### config.mk
export PLATFORM = sky130hd
export DESIGN_NAME = commit_trace_capture
export DESIGN_NICKNAME = d
export VERILOG_FILES = /design/src/rtl/trace_pkg.sv /design/src/rtl/trace_fifo.sv /design/src/rtl/commit_trace_capture.sv
export SDC_FILE = /design/constraint.sdc
export NUM_CORES = 2
export LEC_CHECK = 0
export BUFFER_PORTS_ARGS = -buffer_cell sky130_fd_sc_hd__buf_2
export CAP_MARGIN = 10
export CELL_PAD_IN_SITES_DETAIL_PLACEMENT = 1
export CELL_PAD_IN_SITES_GLOBAL_PLACEMENT = 2
export CORE_MARGIN = 5
export CORE_UTILIZATION = 35
export DETAILED_ROUTE_END_ITERATION = 10
export PLACE_DENSITY_LB_ADDON = 0.1
export SLEW_MARGIN = 20
export SYNTH_ARGS = -nofsm -noshare
export SYNTH_HDL_FRONTEND = slang
export SYNTH_SLANG_ARGS = --single-unit
### constraint.sdc
create_clock -name clk -period 3.2 [get_ports clk]
set_clock_uncertainty 0.15 [all_clocks]
set_input_delay 0.16 -clock clk [delete_from_list [all_inputs] [get_ports clk]]
set_output_delay 0.16 -clock clk [all_outputs]
set_load 0.01 [all_outputs]
### src/rtl/trace_pkg.sv
// Shared types and constants for the commit trace capture block.
package trace_pkg;

  typedef enum logic [1:0] {
    IDLE    = 2'd0,
    CAPTURE = 2'd1,
    DONE    = 2'd2
  } traceState_e;

  localparam int unsigned FIELD_W   = 32;
  localparam int unsigned RECORD_W  = 96;
  localparam int unsigned PC_LSB    = 64;
  localparam int unsigned INSTR_LSB = 32;
  localparam int unsigned WDATA_LSB = 0;
  localparam int unsigned CNT_W     = 16;

  localparam logic [CNT_W-1:0] CNT_MAX = 16'hFFFF;

  // Increment that sticks at the counter maximum instead of wrapping.
  function automatic logic [CNT_W-1:0] satInc(input logic [CNT_W-1:0] value);
    return (value == CNT_MAX) ? value : value + CNT_W'(1);
  endfunction

endpackage

### src/rtl/trace_fifo.sv
// Synchronous FIFO with extra-MSB pointers; head is read straight from the array.
module trace_fifo #(
  parameter int unsigned WIDTH = 96,
  parameter int unsigned DEPTH = 16
) (
  input  logic             clk,
  input  logic             reset,
  input  logic             push,
  input  logic [WIDTH-1:0] pushData,
  input  logic             pop,
  output logic             full,
  output logic             empty,
  output logic [WIDTH-1:0] head
);

  localparam int unsigned AW = $clog2(DEPTH);
  localparam int unsigned PW = AW + 1;

  logic [PW-1:0]    wrPtr;
  logic [PW-1:0]    rdPtr;
  logic [WIDTH-1:0] mem [DEPTH];
  logic             wrEn;
  logic             rdEn;

  assign full  = (wrPtr[AW] != rdPtr[AW]) && (wrPtr[AW-1:0] == rdPtr[AW-1:0]);
  assign empty = (wrPtr == rdPtr);
  // A push into a full FIFO is legal only when the head leaves in the same cycle.
  assign wrEn  = push && (!full || pop);
  assign rdEn  = pop && !empty;
  assign head  = mem[rdPtr[AW-1:0]];

  always_ff @(posedge clk or negedge reset) begin
    if (!reset) begin
      wrPtr <= '0;
      rdPtr <= '0;
    end else begin
      if (wrEn) wrPtr <= wrPtr + PW'(1);
      if (rdEn) rdPtr <= rdPtr + PW'(1);
    end
  end

  // Storage is cleared on reset so the head reads zero while empty after reset.
  always_ff @(posedge clk or negedge reset) begin
    if (!reset) begin
      for (int unsigned i = 0; i < DEPTH; i++) mem[AW'(i)] <= '0;
    end else if (wrEn) begin
      mem[wrPtr[AW-1:0]] <= pushData;
    end
  end

endmodule

### src/rtl/commit_trace_capture.sv
// Captures one commit record per clock from the core debug port into a drainable FIFO.
module commit_trace_capture
  import trace_pkg::*;
#(
  parameter int unsigned DEPTH       = 16,
  parameter int unsigned MAX_RECORDS = 256
) (
  input  logic                clk,
  input  logic                reset,
  input  logic                start,
  input  logic                stop,
  input  logic                stopPcEnable,
  input  logic [FIELD_W-1:0]  stopPc,
  input  logic [FIELD_W-1:0]  pc,
  input  logic [FIELD_W-1:0]  instruction,
  input  logic [FIELD_W-1:0]  regWriteData,
  output logic                outValid,
  input  logic                outReady,
  output logic [RECORD_W-1:0] outRecord,
  output logic                busy,
  output logic                done,
  output logic                overflow,
  output logic [CNT_W-1:0]    dropCount,
  output logic [CNT_W-1:0]    recordCount
);

  localparam logic [CNT_W-1:0] MAX_REC  = CNT_W'(MAX_RECORDS);
  localparam logic             LIMIT_ON = (MAX_RECORDS != 0);

  traceState_e          state;
  traceState_e          nextState;
  logic                 fifoFull;
  logic                 fifoEmpty;
  logic                 popFire;
  logic                 pushAttempt;
  logic                 pushAccept;
  logic                 startFire;
  logic                 pcHit;
  logic                 limitHit;
  logic [RECORD_W-1:0]  pushData;

  assign outValid    = !fifoEmpty;
  assign popFire     = outValid && outReady;
  assign pushAttempt = (state == CAPTURE);
  assign pushAccept  = pushAttempt && (!fifoFull || popFire);
  assign startFire   = start && (state != CAPTURE);
  assign pcHit       = stopPcEnable && (pc == stopPc);
  assign limitHit    = LIMIT_ON && pushAccept && (satInc(recordCount) == MAX_REC);
  assign busy        = (state == CAPTURE);
  assign done        = (state == DONE);

  always_comb begin
    pushData = '0;
    pushData[PC_LSB    +: FIELD_W] = pc;
    pushData[INSTR_LSB +: FIELD_W] = instruction;
    pushData[WDATA_LSB +: FIELD_W] = regWriteData;
  end

  trace_fifo #(
    .WIDTH (RECORD_W),
    .DEPTH (DEPTH)
  ) u_fifo (
    .clk      (clk),
    .reset    (reset),
    .push     (pushAttempt),
    .pushData (pushData),
    .pop      (popFire),
    .full     (fifoFull),
    .empty    (fifoEmpty),
    .head     (outRecord)
  );

  always_ff @(posedge clk or negedge reset) begin
    if (!reset) state <= IDLE;
    else        state <= nextState;
  end

  // Stop conditions all act after the current cycle's push attempt.
  always_comb begin
    nextState = state;
    case (state)
      IDLE:    if (start) nextState = CAPTURE;
      CAPTURE: if (stop || pcHit || limitHit) nextState = DONE;
      DONE:    if (start) nextState = CAPTURE;
      default: nextState = IDLE;
    endcase
  end

  always_ff @(posedge clk or negedge reset) begin
    if (!reset) begin
      overflow    <= 1'b0;
      dropCount   <= '0;
      recordCount <= '0;
    end else if (startFire) begin
      overflow    <= 1'b0;
      dropCount   <= '0;
      recordCount <= '0;
    end else if (pushAttempt) begin
      if (pushAccept) begin
        recordCount <= satInc(recordCount);
      end else begin
        overflow  <= 1'b1;
        dropCount <= satInc(dropCount);
      end
    end
  end

endmodule

## Word level (Yosys, flattened, before mapping)

Cells that the tools add are included.

| storage, ports and cells | value |
|---|---|
| register bits | 1581 |
| input port bits | 134 |
| output and inout bits | 132 |
| word-level logic and storage cells | 86 |

| cells by class | value |
|---|---|
| add/subtract/negate cells | 4 |
| magnitude comparators | 3 |
| equality and inequality tests | 14 |
| multiplexer cells | 20 |
| bitwise logic cells | 2 |
| reductions and logical operators | 21 |

Operators with widths:

| cell | count |
|---|---|
| $bwmux 1536 | 1 |
| $bmux 96 s4 | 1 |
| $demux 96 s4 | 1 |
| $mux 96 | 3 |
| $mux 16 | 8 |
| $add 16x1->16 const B | 2 |
| $eq 16x16->1 const B | 2 |
| $eq 32x32->1 | 1 |
| $eq 16x9->1 const B | 1 |
| $add 5x1->5 const B | 2 |
| $ge 5x5->1 const B | 2 |
| $not 4->5 | 2 |
| $logic_and 1x1->1 | 8 |
| $ne 2x1->1 const B | 3 |
| $reduce_and 2->1 | 3 |
| $eq 5x5->1 | 1 |
| $lt 5x1->1 const B | 1 |
| $eq 4x4->1 | 1 |
| $mux 2 | 2 |
| $ne 2x2->1 const B | 2 |
| $pmux 2 s2 | 1 |
| $reduce_bool 2->1 | 2 |
| $logic_or 1x1->1 | 3 |
| $mux 1 | 3 |
| other kinds (7) | 8 |

## Depth between registers and ports, before layout

| logic depth | value |
|---|---|
| depth in word-level cells | 9 |
| gate-level depth with buffers | 10 |
| mapped depth without buffers | 8 |

## Hierarchy

Synthesis repeated with hierarchy kept, for this count alone.

| second synthesis, totals | value |
|---|---|
| cell total of the unflattened synthesis | 4927 |
| area, all modules | 72807.3 um^2 |

By module, submodules not included:

| module | instances | cells each | area each (um^2) | sequential area each (um^2) |
|---|---|---|---|---|
| trace_fifo | 1 | 4641 | 70352.5 | 38687.1 |
| commit_trace_capture | 1 | 286 | 2454.9 | 875.8 |

## Least setup slack after synthesis

OpenSTA, ideal clock, no wires.

| path | value |
|---|---|
| kind | register to output |
| start | register u_fifo.rdPtr[0] |
| end | output port outRecord[15] |
| arrival | 2.342 ns |
| data required time | 2.890 ns |
| slack | 0.548 ns |
| stages on the path, launching flop included | 6 |
| buffers on the path | 3 |
| cells stage by stage | dfrtp_1 > buf_2 > clkbuf_1 > buf_1 > mux4_2 > mux4_2 |

| on the way | value |
|---|---|
| word-level cells in the longest chain between the ends | 4 |

RTL lines:

| element | line | RTL |
|---|---|---|
| from (decl) | trace_fifo.sv:20 | `logic [PW-1:0] rdPtr;` |
| from (signal assigned) | trace_fifo.sv:38 | `if (rdEn) rdPtr <= rdPtr + PW'(1);` |
| $not 4->5 (implied by the code) | trace_fifo.sv:30 | `assign head = mem[rdPtr[AW-1:0]];` |
| $bmux 96 s4 | trace_fifo.sv:30 |  |
| $mux 96 (implied by the code) (2 in a row) | trace_fifo.sv:30 |  |
| to (decl) | commit_trace_capture.sv:19 | `output logic [RECORD_W-1:0] outRecord,` |

No other way between the ends. The select of a mux whose other input is x is not followed.

## Final worst setup path

| path | value |
|---|---|
| start | register u_fifo.rdPtr[0] |
| end | output port outRecord[85] |

The elaborated chain is that of the path after synthesis.

==> summary.txt <==
Drt
  • Avg WL per Cell: 29.6 um
  • Vias: 40.8k
  • WL final: 224000 um
  • First-pass DRT Iterations: 4
  • Via/cell ratio: 5.39
  • Top Metal Used: met5
  • DRT met1 WL: 104000 um
  • Antenna-violating nets left: 0
  • Met2 Wirelength: 108000 um
  • Iteration-0 DRC Markers: 2203
  • Met3 routed WL: 6840 um
  • Drt drc: 0

Global routing
  • Via count of the first global-routing pass: 45.2k
  • Tot GR Track Use: 21.3%
  • Largest net degree at the start of global routing: 108
  • First-pass GRT wire length: 333000 um
  • Initial antenna violation count: 22
  • Total grt overflow: 0

Floorplan
  • Boundary pin count: 266
  • Rows: 165
  • Initial core utilization: 35.2%
  • Die X: 461 um
  • Die Ht: 461 um
  • Die ar.: 0.213 mm^2
  • Core area: 0.203 mm^2

Hold path
  • Worst min-delay path class: in2reg
  • Hold path cells: 4

STA
  • Setup-failing EPs final: 96
  • Hold_ws: 0.125 ns
  • Slew @ Worst Pin: 1.05 ns
  • TNS Setup: -15.43 ns
  • Slew headroom: 30.3%
  • Final worst path period share: 109%
  • Slew Limit Fails: 0
  • Minimum clock period after layout: 3.49 ns
  • Fin worst setup slack: -0.287 ns
  • Max Freq: 287 MHz
  • Final Hold Vio Count: 0
  • RSZ-0062 raised after global routing: true

Worst setup path
  • CP Class: reg2out
  • Critical path arrival: 3.18 ns
  • CP Data Required Time: 2.89 ns
  • Crit path cell chain: buf_12 > buf_16 > buf_12 > mux4_2 > mux4_2 > buf_6
  • CP Max Fanout: 8
  • Slowest cell on the critical path: mux4_2
  • Startpoint Class: flop
  • Reg2reg path depth: 11
  • Critical Path Sink Type: output pin
  • CP max stage delay: 0.63 ns

Cells and area
  • Layout cell share with drive strength beyond 1: 58.7%
  • Non-Filler Instances: 7580
  • Final net count: 4894
  • Area delta synth->final: 22.4%

Placed design
  • Port-buffer cells: 265
  • Dpl hpwl: 125000 um
  • Placed cells: 7020
  • Gpl congestion: 0.728

Synth
  • Post-synth EDFFs: 0
  • Syn. warnings: 0
  • Gate Count Post-Synth: 4270
  • Register bit count reported by yosys: 1581
  • Netlist Area Pre-Place: 0.0713 mm^2
  • Sequential fraction of the synthesis area: 55.5%
  • Top_reg_cell synth: dfrtp_1
  • Async SR Flop Fraction: 100%
  • Post-Syn Nets: 4411
  • Syn avg cell area: 16.7 um^2
  • Synth unique cells: 50

Clock network
  • Clk slew on worst S/H paths: 0.06 ns
  • Clk sink count: 1581
  • CTS Buffer Depth: 3
  • CTS buffer count: 184
  • Clock Root Buffer: clkbuf_16
  • H-tree Lvls: 4
  • TritonCTS clock tree: done
  • Clk_lat worst skew: 0.80 ns

Power and ir drop
  • P_leak: 38.3 nW
  • Pwr dens: 1070 mW/mm^2
  • Worst IR drop on VDD: 0.00130 V

Flow run
  • Max Cap Viol: 0

Status
  • Status: finished, violations left
  • Violated checks: setup timing
[sequential cells by signal (all words and copies together), names as in the netlist]
name,cells
overflow,1
u_fifo.mem,1536
state,2
u_fifo.wrPtr,5
dropCount,16
u_fifo.rdPtr,5
recordCount,16
[routing by layer]
layer / up-vias / global-route usage, %
met5: - / 0
met3: 280 / 3.09
met2: 566 / 34.7
li1: 17100 / -
met1: 22900 / 30.3
met4: 16 / 4.81
[where the power goes]
part	leakage (nW)	total, mW	switching, mW	internal, mW
logic	15.1	38.9	15.9	23.0
clock network	3.01	21.4	8.66	12.7
registers	20.2	33.1	4.38	28.7
total	38.3	93.3	29.0	64.4
[metrics by stage]
step	area (um^2)	total power [mW]	setup WS [ns]	util (%)
final	87300	93.3	-0.287	43.1
after global routing	87300	98.4	-0.352	43.1
after CTS	86900	94.2	-0.332	42.9
after detailed placement	77000	66.2	0.142	38.0
after global placement	77000	65.5	0.157	38.0
after floorplan	71300	54.5	0.548	-
[cell usage after synthesis (5+ instances only)]
master,count,share of area [%]
nand3_1,17,0.12
nand4_1,17,0.15
buf_1,22,0.12
xor2_1,16,0.20
a21oi_1,8,0.056
mux2_1,24,0.38
nand2_1,27,0.14
dfrtp_1,1581,55
nor4_1,5,0.044
buf_4,62,0.65
o21ai_0,18,0.13
clkbuf_1,160,0.84
buf_2,135,0.95
nor3_1,12,0.084
a211oi_1,6,0.063
xnor2_1,49,0.60
nor2_1,47,0.25
mux2_2,1509,24
mux4_2,480,15
ha_1,7,0.12
inv_1,14,0.074
[critical path, delay by kind of cell, from the launching register on]
| family | cells | cell delay (ns) |
|---|---|---|
| buf+inv | 4 | 0.65 |
| flops | 1 | 0.44 |
| mux | 2 | 1.25 |
[logic make-up (layout without fill, tap and decap cells)]
| family | count (synthesis) | in the layout | share of synthesized area [%] |
|---|---|---|---|
| xor gates and xnor gates | 65 | 65 | 0.798 |
| adders and majority gates | 7 | 7 | 0.123 |
| buffers and inverters | 394 | 1022 | 2.64 |
| and+or+nand+nor | 153 | 153 | 1.09 |
| other | 0 | 10 | 0 |
| AOI/OAI and AO/OA | 57 | 57 | 0.537 |
| DFF | 1581 | 1581 | 55.5 |
| muxes | 2013 | 2013 | 39.4 |
[worst paths after layout]
check | slack (ns) | start | endpoint
worst max-delay path | -0.29 | u_fifo.rdPtr[0] | outRecord[85]
worst min-delay path | 0.12 | start | state[0]
worst max register to register | 0.07 | u_fifo.rdPtr[0] | u_fifo.mem[693]
worst min register to register | 0.33 | u_fifo.mem[1423] | u_fifo.mem[1423]
max in group asynchronous | 2.05 | reset | u_fifo.mem[588]
min in group asynchronous | 0.13 | reset | u_fifo.mem[1512]
[final cells by class]
| type | instances | area, um^2 |
|---|---|---|
| Multi-Input combinational cell | 2295 | 30000 |
| Timing Repair Buffer | 677 | 8200 |
| Sequential cell | 1581 | 39600 |
| Clock inverter | 42 | 510 |
| Inverter | 14 | 52.6 |
| Antenna cell | 10 | 25.0 |
| Clock buffer | 289 | 5600 |
| Fill cell | 19400 | 115000 |
| Tap cell | 2672 | 3340 |
[placed cells by master, fill, tap and decap left out, drive strengths merged, types with 9 or more instances in the layout]
| cell | instances |
|---|---|
| clkbuf | 299 |
| nor2 | 48 |
| xnor2 | 49 |
| xor2 | 16 |
| nand3 | 21 |
| a21oi | 9 |
| bufinv | 9 |
| nand2 | 28 |
| dfrtp | 1581 |
| inv | 21 |
| mux2 | 1533 |
| clkinv | 23 |
| mux4 | 480 |
| nor3 | 12 |
| diode | 10 |
| buf | 563 |
| dlygate4sd3 | 101 |
| o21ai | 18 |
| nand4 | 18 |
[repair_timing]
action / in CTS / in global routing
endpoints found under the setup margin: 96 / 159
resized for setup: 194 / 30
pin swaps: 1 / 2
hold buffers: 102 / 0
buffers inserted: 49 / 16
gates cloned: 48 / 10
endpoints found under the hold margin: 3115 / 0
(Power assumes the default switching activity.)
